$ cat src/rtl/mash_111_accumulator_if.sv
// Bus between a MASH 1-1-1 accumulator and its driver: fraction load,
// accumulate enable, the three carry streams and the pipeline-filled flag.
interface mash_111_accumulator_if #(
  parameter int P_WIDTH = 16
);
  logic               i_en;
  logic               i_frac_load;
  logic [P_WIDTH-1:0] i_frac;
  logic               o_quantize1;
  logic               o_quantize2;
  logic               o_quantize3;
  logic               o_valid;

  // Driver side: supplies the fraction and enable, observes the carries.
  modport master (
    output i_en, i_frac_load, i_frac,
    input  o_quantize1, o_quantize2, o_quantize3, o_valid
  );

  // Accumulator side.
  modport slave (
    input  i_en, i_frac_load, i_frac,
    output o_quantize1, o_quantize2, o_quantize3, o_valid
  );
endinterface

$ cat src/rtl/mash_111_accumulator.sv
// Three-stage pipelined MASH 1-1-1 accumulator chain. Each stage integrates
// the registered residue of the previous stage, so stage k's carry lags
// stage k-1 by one enabled edge. Optional LFSR LSB dither on stage 1.
module mash_111_accumulator #(
  parameter int P_WIDTH  = 16,
  parameter int P_DITHER = 0
) (
  input  logic                  i_clk,
  input  logic                  i_rst_n,
  mash_111_accumulator_if.slave bus
);

  localparam logic [15:0] LFSR_SEED = 16'hACE1;

  logic [P_WIDTH-1:0] frac_q, frac_d;
  logic [P_WIDTH-1:0] e_q [3];
  logic [P_WIDTH-1:0] e_d [3];
  logic [2:0]         c_q, c_d;
  logic [15:0]        lfsr_q, lfsr_d;
  logic [1:0]         fill_q, fill_d;
  logic [P_WIDTH:0]   sum [3];
  logic               dither;
  logic               lfsr_fb;

  assign dither  = (P_DITHER != 0) && lfsr_q[0];
  assign lfsr_fb = lfsr_q[0] ^ lfsr_q[2] ^ lfsr_q[3] ^ lfsr_q[5];

  // Stage 1 integrates the fraction (plus dither); the extra MSB is the carry.
  assign sum[0] = {1'b0, e_q[0]} + {1'b0, frac_q} + {{P_WIDTH{1'b0}}, dither};

  // Later stages integrate the previous stage's registered residue.
  generate
    for (genvar gi = 1; gi < 3; gi++) begin : g_stage
      assign sum[gi] = {1'b0, e_q[gi]} + {1'b0, e_q[gi-1]};
    end
  endgenerate

  // Next-state: fraction load is independent of enable; everything else holds when disabled.
  always_comb begin
    frac_d = bus.i_frac_load ? bus.i_frac : frac_q;
    e_d    = e_q;
    c_d    = c_q;
    lfsr_d = lfsr_q;
    fill_d = fill_q;
    if (bus.i_en) begin
      for (int i = 0; i < 3; i++) begin
        e_d[i] = sum[i][P_WIDTH-1:0];
        c_d[i] = sum[i][P_WIDTH];
      end
      lfsr_d = {lfsr_fb, lfsr_q[15:1]};
      fill_d = (fill_q == 2'd3) ? fill_q : fill_q + 2'd1;
    end
  end

  // Pipeline state register with asynchronous clear.
  always_ff @(posedge i_clk or negedge i_rst_n) begin
    if (!i_rst_n) begin
      frac_q <= '0;
      for (int i = 0; i < 3; i++) begin
        e_q[i] <= '0;
      end
      c_q    <= '0;
      lfsr_q <= LFSR_SEED;
      fill_q <= '0;
    end else begin
      frac_q <= frac_d;
      e_q    <= e_d;
      c_q    <= c_d;
      lfsr_q <= lfsr_d;
      fill_q <= fill_d;
    end
  end

  assign bus.o_quantize1 = c_q[0];
  assign bus.o_quantize2 = c_q[1];
  assign bus.o_quantize3 = c_q[2];
  assign bus.o_valid     = (fill_q == 2'd3);

endmodule

$ cat src/flat_wrapper.sv
// flat-port wrapper written by rule: the top's interface ports become plain ports
module mash_111_accumulator_flat 
#(
  parameter int P_WIDTH  = 16,
  parameter int P_DITHER = 0
)
  (i_clk, i_rst_n, bus_i_en, bus_i_frac_load, bus_i_frac, bus_o_quantize1, bus_o_quantize2, bus_o_quantize3, bus_o_valid);
  mash_111_accumulator_if #(.P_WIDTH(P_WIDTH)) bus_i ();
  input  logic i_clk;
  input  logic i_rst_n;
  input wire logic [$bits(bus_i.i_en)-1:0] bus_i_en;
  input wire logic [$bits(bus_i.i_frac_load)-1:0] bus_i_frac_load;
  input wire logic [$bits(bus_i.i_frac)-1:0] bus_i_frac;
  output wire logic [$bits(bus_i.o_quantize1)-1:0] bus_o_quantize1;
  output wire logic [$bits(bus_i.o_quantize2)-1:0] bus_o_quantize2;
  output wire logic [$bits(bus_i.o_quantize3)-1:0] bus_o_quantize3;
  output wire logic [$bits(bus_i.o_valid)-1:0] bus_o_valid;
  assign bus_i.i_en = bus_i_en;
  assign bus_i.i_frac_load = bus_i_frac_load;
  assign bus_i.i_frac = bus_i_frac;
  assign bus_o_quantize1 = bus_i.o_quantize1;
  assign bus_o_quantize2 = bus_i.o_quantize2;
  assign bus_o_quantize3 = bus_i.o_quantize3;
  assign bus_o_valid = bus_i.o_valid;
  mash_111_accumulator #(.P_WIDTH(P_WIDTH), .P_DITHER(P_DITHER)) u_core (.i_clk(i_clk), .i_rst_n(i_rst_n), .bus(bus_i));
endmodule
$ cat config.mk
export PLATFORM = sky130hd
export DESIGN_NAME = mash_111_accumulator_flat
export DESIGN_NICKNAME = d
export VERILOG_FILES = /design/src/rtl/mash_111_accumulator_if.sv /design/src/rtl/mash_111_accumulator.sv /design/src/flat_wrapper.sv
export SDC_FILE = /design/constraint.sdc
export NUM_CORES = 1
export LEC_CHECK = 0
export CAP_MARGIN = 15
export CORE_ASPECT_RATIO = 2
export CORE_UTILIZATION = 61
export CTS_BUF_LIST = sky130_fd_sc_hd__clkbuf_8 sky130_fd_sc_hd__clkbuf_16
export DETAILED_ROUTE_END_ITERATION = 12
export MAX_ROUTING_LAYER = met4
export PLACE_DENSITY = 0.88
export SYNTH_ARGS = -nofsm -noshare
export SYNTH_HDL_FRONTEND = slang
export SYNTH_SLANG_ARGS = --single-unit
$ cat constraint.sdc
create_clock -name i_clk -period 3.45 [get_ports i_clk]
set_input_delay 0.345 -clock i_clk [delete_from_list [all_inputs] [get_ports i_clk]]
set_output_delay 0.345 -clock i_clk [all_outputs]
set_load 0.005 [all_outputs]
== Word level (Yosys, flattened, before mapping) ==
Cells that the tools add are included.

* Add/subtract/negate cells: 4
* Equal/unequal tests: 1
* Reductions and logical operators: 1
* Bitwise logic cells: 1

{| class="wikitable"
|+ Operators with widths
! kind !! count
|-
| adder 16 x 16 -> 17 bit || 3
|-
| adder 2 x 1 -> 2 bit, second input constant || 1
|-
| == test 2 bit, second input constant || 1
|-
| AND reduction 2 bit || 1
|-
| inverter 1 bit || 1
|}

* Bits in registers: 69
* Bits of input ports: 20
* Output and inout bits: 4
* Logic and storage cells: 13

== Depth between registers and ports, before layout ==
Gate-level depths: netlist of run 1.

* Depth in word-level cells: 3
* Mapped depth: 8
* Mapped depth without buffers: 8

== Worst setup path after synthesis of run 1 ==
Ideal clock, no wire load.

* Kind: flip-flop to flip-flop
* From: reg u_core.e_q[16] in the netlist's numbering
* To: reg u_core.e_q[28] in the netlist's numbering
* Buffers on the path: 0
* Data arrival time: 2.250 ns
* Period minus slack after synthesis: 2.389 ns
* Data required time: 3.311 ns
* Cell stages (with the launch flop): 9
* Library setup time: 0.139 ns
* Slack: 1.061 ns
* Cell sequence: dfrtp_1 -> ha_1 -> fa_1 -> a21o_1 -> a21oi_2 -> o21ai_2 -> a32oi_2 -> mux2i_1 -> or4_1

* Cells in the longest elaborated chain, start to end: 1

{| class="wikitable"
|+ Ends and longest elaborated chain
! item !! line !! source
|-
| from (decl) || mash_111_accumulator.sv:16 || <nowiki>logic [P_WIDTH-1:0] e_q [3];</nowiki>
|-
| from (signal, indexed assignment) || mash_111_accumulator.sv:60 || <nowiki>e_q[i] <= '0;</nowiki>
|-
| from (signal assigned) || mash_111_accumulator.sv:67 || <nowiki>e_q <= e_d;</nowiki>
|-
| adder 16 x 16 -> 17 bit || mash_111_accumulator.sv:34 || <nowiki>assign sum[gi] = {1'b0, e_q[gi]} + {1'b0, e_q[gi-1]};</nowiki>
|}

Every way passes these cells.
A chain may end at the register's enable or synchronous reset.

== Worst setup path in the final report of run 1 ==
Same ends and word-level chain as after synthesis.

==> results of run 1 <==
==> worst register-to-register path, cell delays in order, from the launching register on <==
cell and delay, ps:
sky130_fd_sc_hd__dfrtp_1 390, sky130_fd_sc_hd__ha_1 240, sky130_fd_sc_hd__fa_1 410, sky130_fd_sc_hd__a21o_1 210, sky130_fd_sc_hd__a21oi_2 240, sky130_fd_sc_hd__o21ai_2 130, sky130_fd_sc_hd__a32oi_2 240, sky130_fd_sc_hd__mux2i_1 100
sky130_fd_sc_hd__or4_1 540
==> final timing paths <==
| path | endpoint | slack [ps] | cells past startpoint |
|---|---|---|---|
| max reg2reg | u_core.e_q[28]$_DFFE_PN0P_ | 810 | 8 |
| min | u_core.e_q[5]$_DFFE_PN0P_ | 450 | 2 |
| max in group asynchronous | u_core.c_q[0]$_DFFE_PN0P_ | 2240 | 3 |
| max | u_core.e_q[28]$_DFFE_PN0P_ | 810 | 8 |
| min in group i_clk | u_core.c_q[2]$_DFFE_PN0P_ | 470 | 3 |
| min reg2reg | u_core.fill_q[0]$_DFFE_PN0P_ | 490 | 1 |
==> through the flow <==
step | worst slack, ps | cells
final | 809 | 598
after global routing | 673 | 598
after CTS | 843 | 598
after detailed placement | 880 | 582
after global placement | 954 | 582
after floorplan | 1060 | 480
==> registers in the layout, summed over array words and instances, names as in the netlist <==
register	cells
u_core.frac_q	16
u_core.e_q	48
u_core.c_q	3
u_core.fill_q	2
==> metal layers <==
| metal | track usage | wire length [microns] |
|---|---|---|
| met1 | 0.303 | 4180 |
| met2 | 0.518 | 5980 |
| met3 | 0.0525 | 319 |
| met4 | 0.161 | 437 |
| met5 | - | 0 |
==> cells in the mapped netlist, drive strengths merged (8+ instances only) <==
| master | number |
|---|---|
| ha | 49 |
| nor3 | 10 |
| buf | 8 |
| nand3 | 15 |
| o21bai | 8 |
| xnor2 | 18 |
| clkbuf | 10 |
| o21a | 11 |
| dfrtp | 69 |
| nand2 | 28 |
| a21oi | 37 |
| inv | 12 |
| mux2 | 45 |
| xor2 | 9 |
| nor2 | 22 |
| o21ai | 15 |
| a21o | 23 |
==> cell type report <==
| type | count | share of cell area |
|---|---|---|
| Clock buffer | 12 | 0.0491 |
| Clock inverter | 3 | 0.00230 |
| Inverter | 12 | 0.00830 |
| Multi-Input combinational cell | 381 | 0.554 |
| Sequential cell | 69 | 0.318 |
| Tap cell | 94 | 0.0217 |
| Timing Repair Buffer | 27 | 0.0466 |
==> timing repair <==
action / 4_1_cts / 5_1_grt
endpoints found under the hold margin: 11 / 0
setup buffers: 0 / 0
hold buffers: 1 / 0
==> cell families (layout without fill, tap and decap cells) <==
| group | after synthesis | in the layout | share of synthesized area |
|---|---|---|---|
| AO/OA/AOI/OAI | 141 | 141 | 0.204 |
| AND/OR/NAND/NOR | 112 | 112 | 0.116 |
| flip-flops | 69 | 69 | 0.356 |
| adder cells (fa/ha/maj) | 52 | 52 | 0.139 |
| multiplexers | 49 | 49 | 0.113 |
| buffers and inverters | 30 | 54 | 0.0247 |
| XOR/XNOR | 27 | 27 | 0.0487 |
==> out/metrics.cfg, run 1 <==
[outcome]
outcome=finished, final reports clean

[synthesis]
flip_flop_cell_with_the_highest_count_after_synthesis=sky130_fd_sc_hd__dfrtp_1
synthDominantCellAreaShare=0.356
syn-num-nets=552
synth_largest_area_cell=sky130_fd_sc_hd__dfrtp_1
yosys_register_bits=69
synthesis.area_per_instance_sq_um=10.1
netlist_top_cells_area=sky130_fd_sc_hd__dfrtp_1 (36%), sky130_fd_sc_hd__ha_1 (13%), sky130_fd_sc_hd__mux2_2 (10%)
synth.yosys.seq_area_share=0.356
netlist_instances=480
synthesis.area_sq_mm=0.00485
synth-warning-count=0
ys_types=58
synth-async-reset-ratio=1.00
count_of_flip_flops_with_a_built_in_enable_after_synthesis=0

[flow_run]
drv.max_cap_violation_count=0

[placed_design]
gp_congestion=0.919
port_buffers=23
dpl-instance-area_sq_mm=0.00514
dpl.hpwl_microns=7940

[floorplan]
die_ar_sq_mm=0.00834
dieHeight_microns=128
num_rows=45
placeableCoreArea_sq_mm=0.00766
ios=24
floorplan.initialDensity=0.634
die_w_microns=65.1

[finish]
syn2layout_area_growth_pct=11.8
post_route_cells_drive_above_1_share=0.139
antenna_cells_inserted=0
most-common-layout-cells=sky130_fd_sc_hd__dfrtp_1 (69), sky130_fd_sc_hd__ha_1 (49), sky130_fd_sc_hd__mux2_2 (45)
area.sequential_sq_mm=0.00173
post-route-util=0.709
fillers=573
multi_input_area_sq_mm=0.00301
stdcell_area_sq_mm=0.00543
mostFrequentLayoutCell=sky130_fd_sc_hd__dfrtp_1
final_nets=572

[sta]
worstMarginPinSlew_ps=959
grt_setup_unrepaired=false
fin_skew_ps=5.43
max_slew_margin=0.360
layout_min_cycle_time_ps=2640
worst_hold_slack_after_final_layout_ps=445
setup_tns_ps=0
maxSlewViolCount=0
finalCritPeriodShare=0.766
max_clock_freq_mhz=379
hold_violations=0
finalSetupViolations=0

[critical_path]
crit_slowest_cell=sky130_fd_sc_hd__or4_1
arrival_ps=2840
critPathLaunchType=flip-flop
timing.critical_path.to_type=flip-flop
critical_path_cell_by_cell=ha_1 > fa_1 > a21o_1 > a21oi_2 > o21ai_2 > a32oi_2 > mux2i_1 > or4_1
cp_top_family=compound AO/OA/AOI/OAI gates
worst-endpoint-required_ps=3650
startpoint=u_core.e_q[16]$_DFFE_PN0P_
critical_path.max_stage_delay_ps=540
regToRegStartpoint=u_core.e_q[16]$_DFFE_PN0P_
critical_path_peak_fanout=4
critPathKind=reg -> reg
critical_path_buf_inv_count=0

[clock_tree]
cts.repair.resized=0
tritoncts=yes
clk_transition_reported_paths_ps=50
h-tree-depth=3
clkSinkCount=69
tritoncts.num_buffers=9
worstSkewPairLatency_ps=340
cts_root_buf=sky130_fd_sc_hd__clkbuf_16
longest_clk_path_bufs=2

[drt]
routedWlPerCell_microns=18.3
drt_iter0_drc=188
post-route-drc-count=0
detail-route-antenna-nets=0
postRouteWirelength_microns=10900
routed-via-count=3897
vias_per_cell=6.52
drt_first_pass_iters=4

[global_route]
grt_max_degree=49
grt_pass1_vias=4043
antenna_violations_before_repair=0
globalRouteOverflowTotal=0
grt_usage=0.295
first_pass_grt_wire_length_microns=18300

[hold_path]
min_path_type=in -> async

Power of run 1 is left out: the tool's default activity adds up to more than one toggle a clock period on the data nets, which glitch-free logic cannot reach.
==> run 2, diff against run 1 <==
--- a/config.mk
+++ b/config.mk
@@ -7,11 +7,11 @@
 export LEC_CHECK = 0
 export CAP_MARGIN = 15
 export CORE_ASPECT_RATIO = 2
-export CORE_UTILIZATION = 61
+export CORE_UTILIZATION = 55
 export CTS_BUF_LIST = sky130_fd_sc_hd__clkbuf_8 sky130_fd_sc_hd__clkbuf_16
 export DETAILED_ROUTE_END_ITERATION = 12
 export MAX_ROUTING_LAYER = met4
-export PLACE_DENSITY = 0.88
+export PLACE_DENSITY = 0.84
 export SYNTH_ARGS = -nofsm -noshare
 export SYNTH_HDL_FRONTEND = slang
 export SYNTH_SLANG_ARGS = --single-unit
==> constraint.sdc (replaced) <==
create_clock -name i_clk -period 2.4 [get_ports i_clk]
set_input_delay 0.24 -clock i_clk [delete_from_list [all_inputs] [get_ports i_clk]]
set_output_delay 0.24 -clock i_clk [all_outputs]
set_load 0.005 [all_outputs]
==> run 2 against run 1 <==
  * Worst hold slack got worse by 89 ps
  * First-iteration DRC count increased by 26%
  * Critical path depth unchanged
  * Critical path type unchanged
==> out/metrics.cfg, run 2 (synthesis results as in run 1) <==
[outcome]
outcome=finished, final reports clean  ; unchanged

[placed_design]
dpl.hpwl_microns=8040  ; was 7940 microns
cell_count_post_placement=599  ; was 582
port_buffers=23  ; unchanged
gp_congestion=0.946  ; was 0.919

[sta]
worstMarginPinSlew_ps=715  ; was 959 ps
fin_skew_ps=7.89  ; was 5.43 ps
max_slew_margin=0.523  ; was 0.360
maxSlewViolCount=0  ; unchanged
layout_min_cycle_time_ps=2380  ; was 2640 ps
max_clock_freq_mhz=420  ; was 379 MHz
finalSetupViolations=0  ; unchanged
hold_violations=0  ; unchanged
finalCritPeriodShare=0.992  ; was 0.766
grt_setup_unrepaired=true  ; was false

[clock_tree]
tritoncts.num_buffers=9  ; unchanged
clk_transition_reported_paths_ps=50  ; about the same
worstSkewPairLatency_ps=330  ; was 340 ps
longest_clk_path_bufs=2  ; unchanged
h-tree-depth=3  ; unchanged
clkSinkCount=69  ; unchanged
tritoncts=yes  ; unchanged
cts_root_buf=sky130_fd_sc_hd__clkbuf_16  ; unchanged

[critical_path]
critPathLaunchType=flip-flop  ; unchanged
critical_path_cell_by_cell=ha_2 > fa_2 > a21o_1 > a21oi_2 > o21ai_2 > a32oi_2 > mux2i_1 > or4_1  ; was ha_1 > fa_1 > a21o_1 > a21oi_2 > o21ai_2 > a32oi_2 > mux2i_1 > or4_1
timing.critical_path.to_type=flip-flop  ; unchanged
cp_top_family=compound AO/OA/AOI/OAI gates  ; unchanged
critical_path_peak_fanout=3  ; was 4
crit_slowest_cell=sky130_fd_sc_hd__or4_1  ; unchanged
worst-endpoint-required_ps=2590  ; was 3650 ps
critical_path_buf_inv_count=0  ; unchanged
arrival_ps=2580  ; was 2840 ps
critical_path.max_stage_delay_ps=500  ; was 540 ps
critPathKind=reg -> reg  ; unchanged

[finish]
registers.top_by_ff_count=u_core.e_q  ; unchanged
post-route-util=0.653  ; was 0.709
mostFrequentLayoutCell=sky130_fd_sc_hd__dfrtp_1  ; unchanged
syn2layout_area_growth_pct=15.6  ; was 11.8%
antenna_cells_inserted=0  ; unchanged
largest_register_ffs=48  ; unchanged
layout.cells.non_filler=617  ; was 598
post_route_cells_drive_above_1_share=0.178  ; was 0.139
final_nets=585  ; was 572
layout_top_registers=u_core.e_q (48), u_core.frac_q (16), u_core.c_q (3)  ; unchanged
most-common-layout-cells=sky130_fd_sc_hd__dfrtp_1 (69), sky130_fd_sc_hd__ha_1 (48), sky130_fd_sc_hd__mux2_2 (45)  ; was sky130_fd_sc_hd__dfrtp_1 (69), sky130_fd_sc_hd__ha_1 (49), sky130_fd_sc_hd__mux2_2 (45)

[drt]
topRoutingLayerUsed=met4  ; unchanged
drt_iter0_drc=237  ; was 188
wl_met2_microns=6040  ; was 5980 microns
routedWlPerCell_microns=17.4  ; was 18.3 microns
post-route-drc-count=0  ; unchanged
drt_first_pass_iters=5  ; was 4
routedLengthMet1_microns=4000  ; was 4180 microns
met3_length_microns=283  ; was 319 microns
detail-route-antenna-nets=0  ; unchanged
routed-via-count=3957  ; was 3897
postRouteWirelength_microns=10800  ; was 10900 microns
vias_per_cell=6.41  ; was 6.52

[flow_run]
drv.max_cap_violation_count=0  ; unchanged

[global_route]
first_pass_grt_wire_length_microns=18100  ; was 18300 microns
antenna_violations_before_repair=0  ; unchanged
globalRouteOverflowTotal=0  ; unchanged
grt_max_degree=48  ; was 49
grt_pass1_vias=4067  ; was 4043
grt_usage=0.269  ; was 0.295

[floorplan]
floorplan.initialDensity=0.565  ; was 0.634
num_rows=48  ; was 45
die_w_microns=68.4  ; was 65.1 microns
ios=24  ; unchanged
die_ar_sq_mm=0.00923  ; was 0.00834 sq mm
dieHeight_microns=135  ; was 128 microns
placeableCoreArea_sq_mm=0.00859  ; was 0.00766 sq mm

[hold_path]
min_path_type=in -> reg  ; was in -> async

run 2: changes by cell type in the layout (fill, tap and decap cells not counted), sizes merged:
cell    change
clkinv      -1
clkbuf      -1
inv         +1
buf        +13
bufinv      +1
run 2: final cells by class:
class	instances	area, sq um
Clock buffer	11	253
Clock inverter	4	41.3
Fill cell	675	2980
Inverter	12	45.0
Multi-Input combinational cell	381	3060
Sequential cell	69	1730
Tap cell	100	125
Timing Repair Buffer	40	363
run 2: layer usage:
| layer | up-vias | track usage |
|---|---|---|
| li1 | 1886 | - |
| met1 | 1938 | 0.282 |
| met2 | 90 | 0.451 |
| met3 | 43 | 0.0465 |
| met4 | 0 | 0.156 |
| met5 | - | - |
run 2: path summary, 6_finish.rpt:
kind	startpoint	end	slack, ps	cells after the start
max	u_core.e_q[32]$_DFFE_PN0P_	u_core.e_q[28]$_DFFE_PN0P_	20	8
min	bus_i_en	u_core.e_q[39]$_DFFE_PN0P_	360	2
max reg2reg	u_core.e_q[32]$_DFFE_PN0P_	u_core.e_q[28]$_DFFE_PN0P_	20	8
min reg2reg	u_core.fill_q[0]$_DFFE_PN0P_	u_core.fill_q[0]$_DFFE_PN0P_	490	1
max in group asynchronous	i_rst_n	u_core.fill_q[0]$_DFFE_PN0P_	1240	3
min in group asynchronous	i_rst_n	u_core.c_q[2]$_DFFE_PN0P_	500	2
run 2: timing repair:
item,CTS,global route
hold buffers,1,0
endpoints found under the setup margin,8,9
endpoints found under the hold margin,27,0
cloned,0,0
resized for setup,7,7
buffers inserted,2,0
pin swaps,2,4
run 2: through the flow:
step	area, sq um	worst slack [ps]	TNS (ps)	hold WS [ps]
3_5_place_dp	5240	-153	-623	324
4_1_cts	5580	-37.0	-37.0	353
3_3_place_gp	5240	-107	-295	324
2_1_floorplan	4850	11.2	0	-55.6
5_1_grt	5610	-118	-243	401
6_report	5610	18.8	0	357
Power of run 2 is left out for the same reason.
==> run 3, diff against run 2 <==
--- a/config.mk
+++ b/config.mk
@@ -5,6 +5,7 @@
 export SDC_FILE = /design/constraint.sdc
 export NUM_CORES = 1
 export LEC_CHECK = 0
+export ABC_CLOCK_PERIOD_IN_PS = 2400
 export CAP_MARGIN = 15
 export CORE_ASPECT_RATIO = 2
 export CORE_UTILIZATION = 55
==> results of run 3 <==
No change in the layout: final DEF, timing and power equal those of run 2.
Power of run 3 is left out for the same reason.
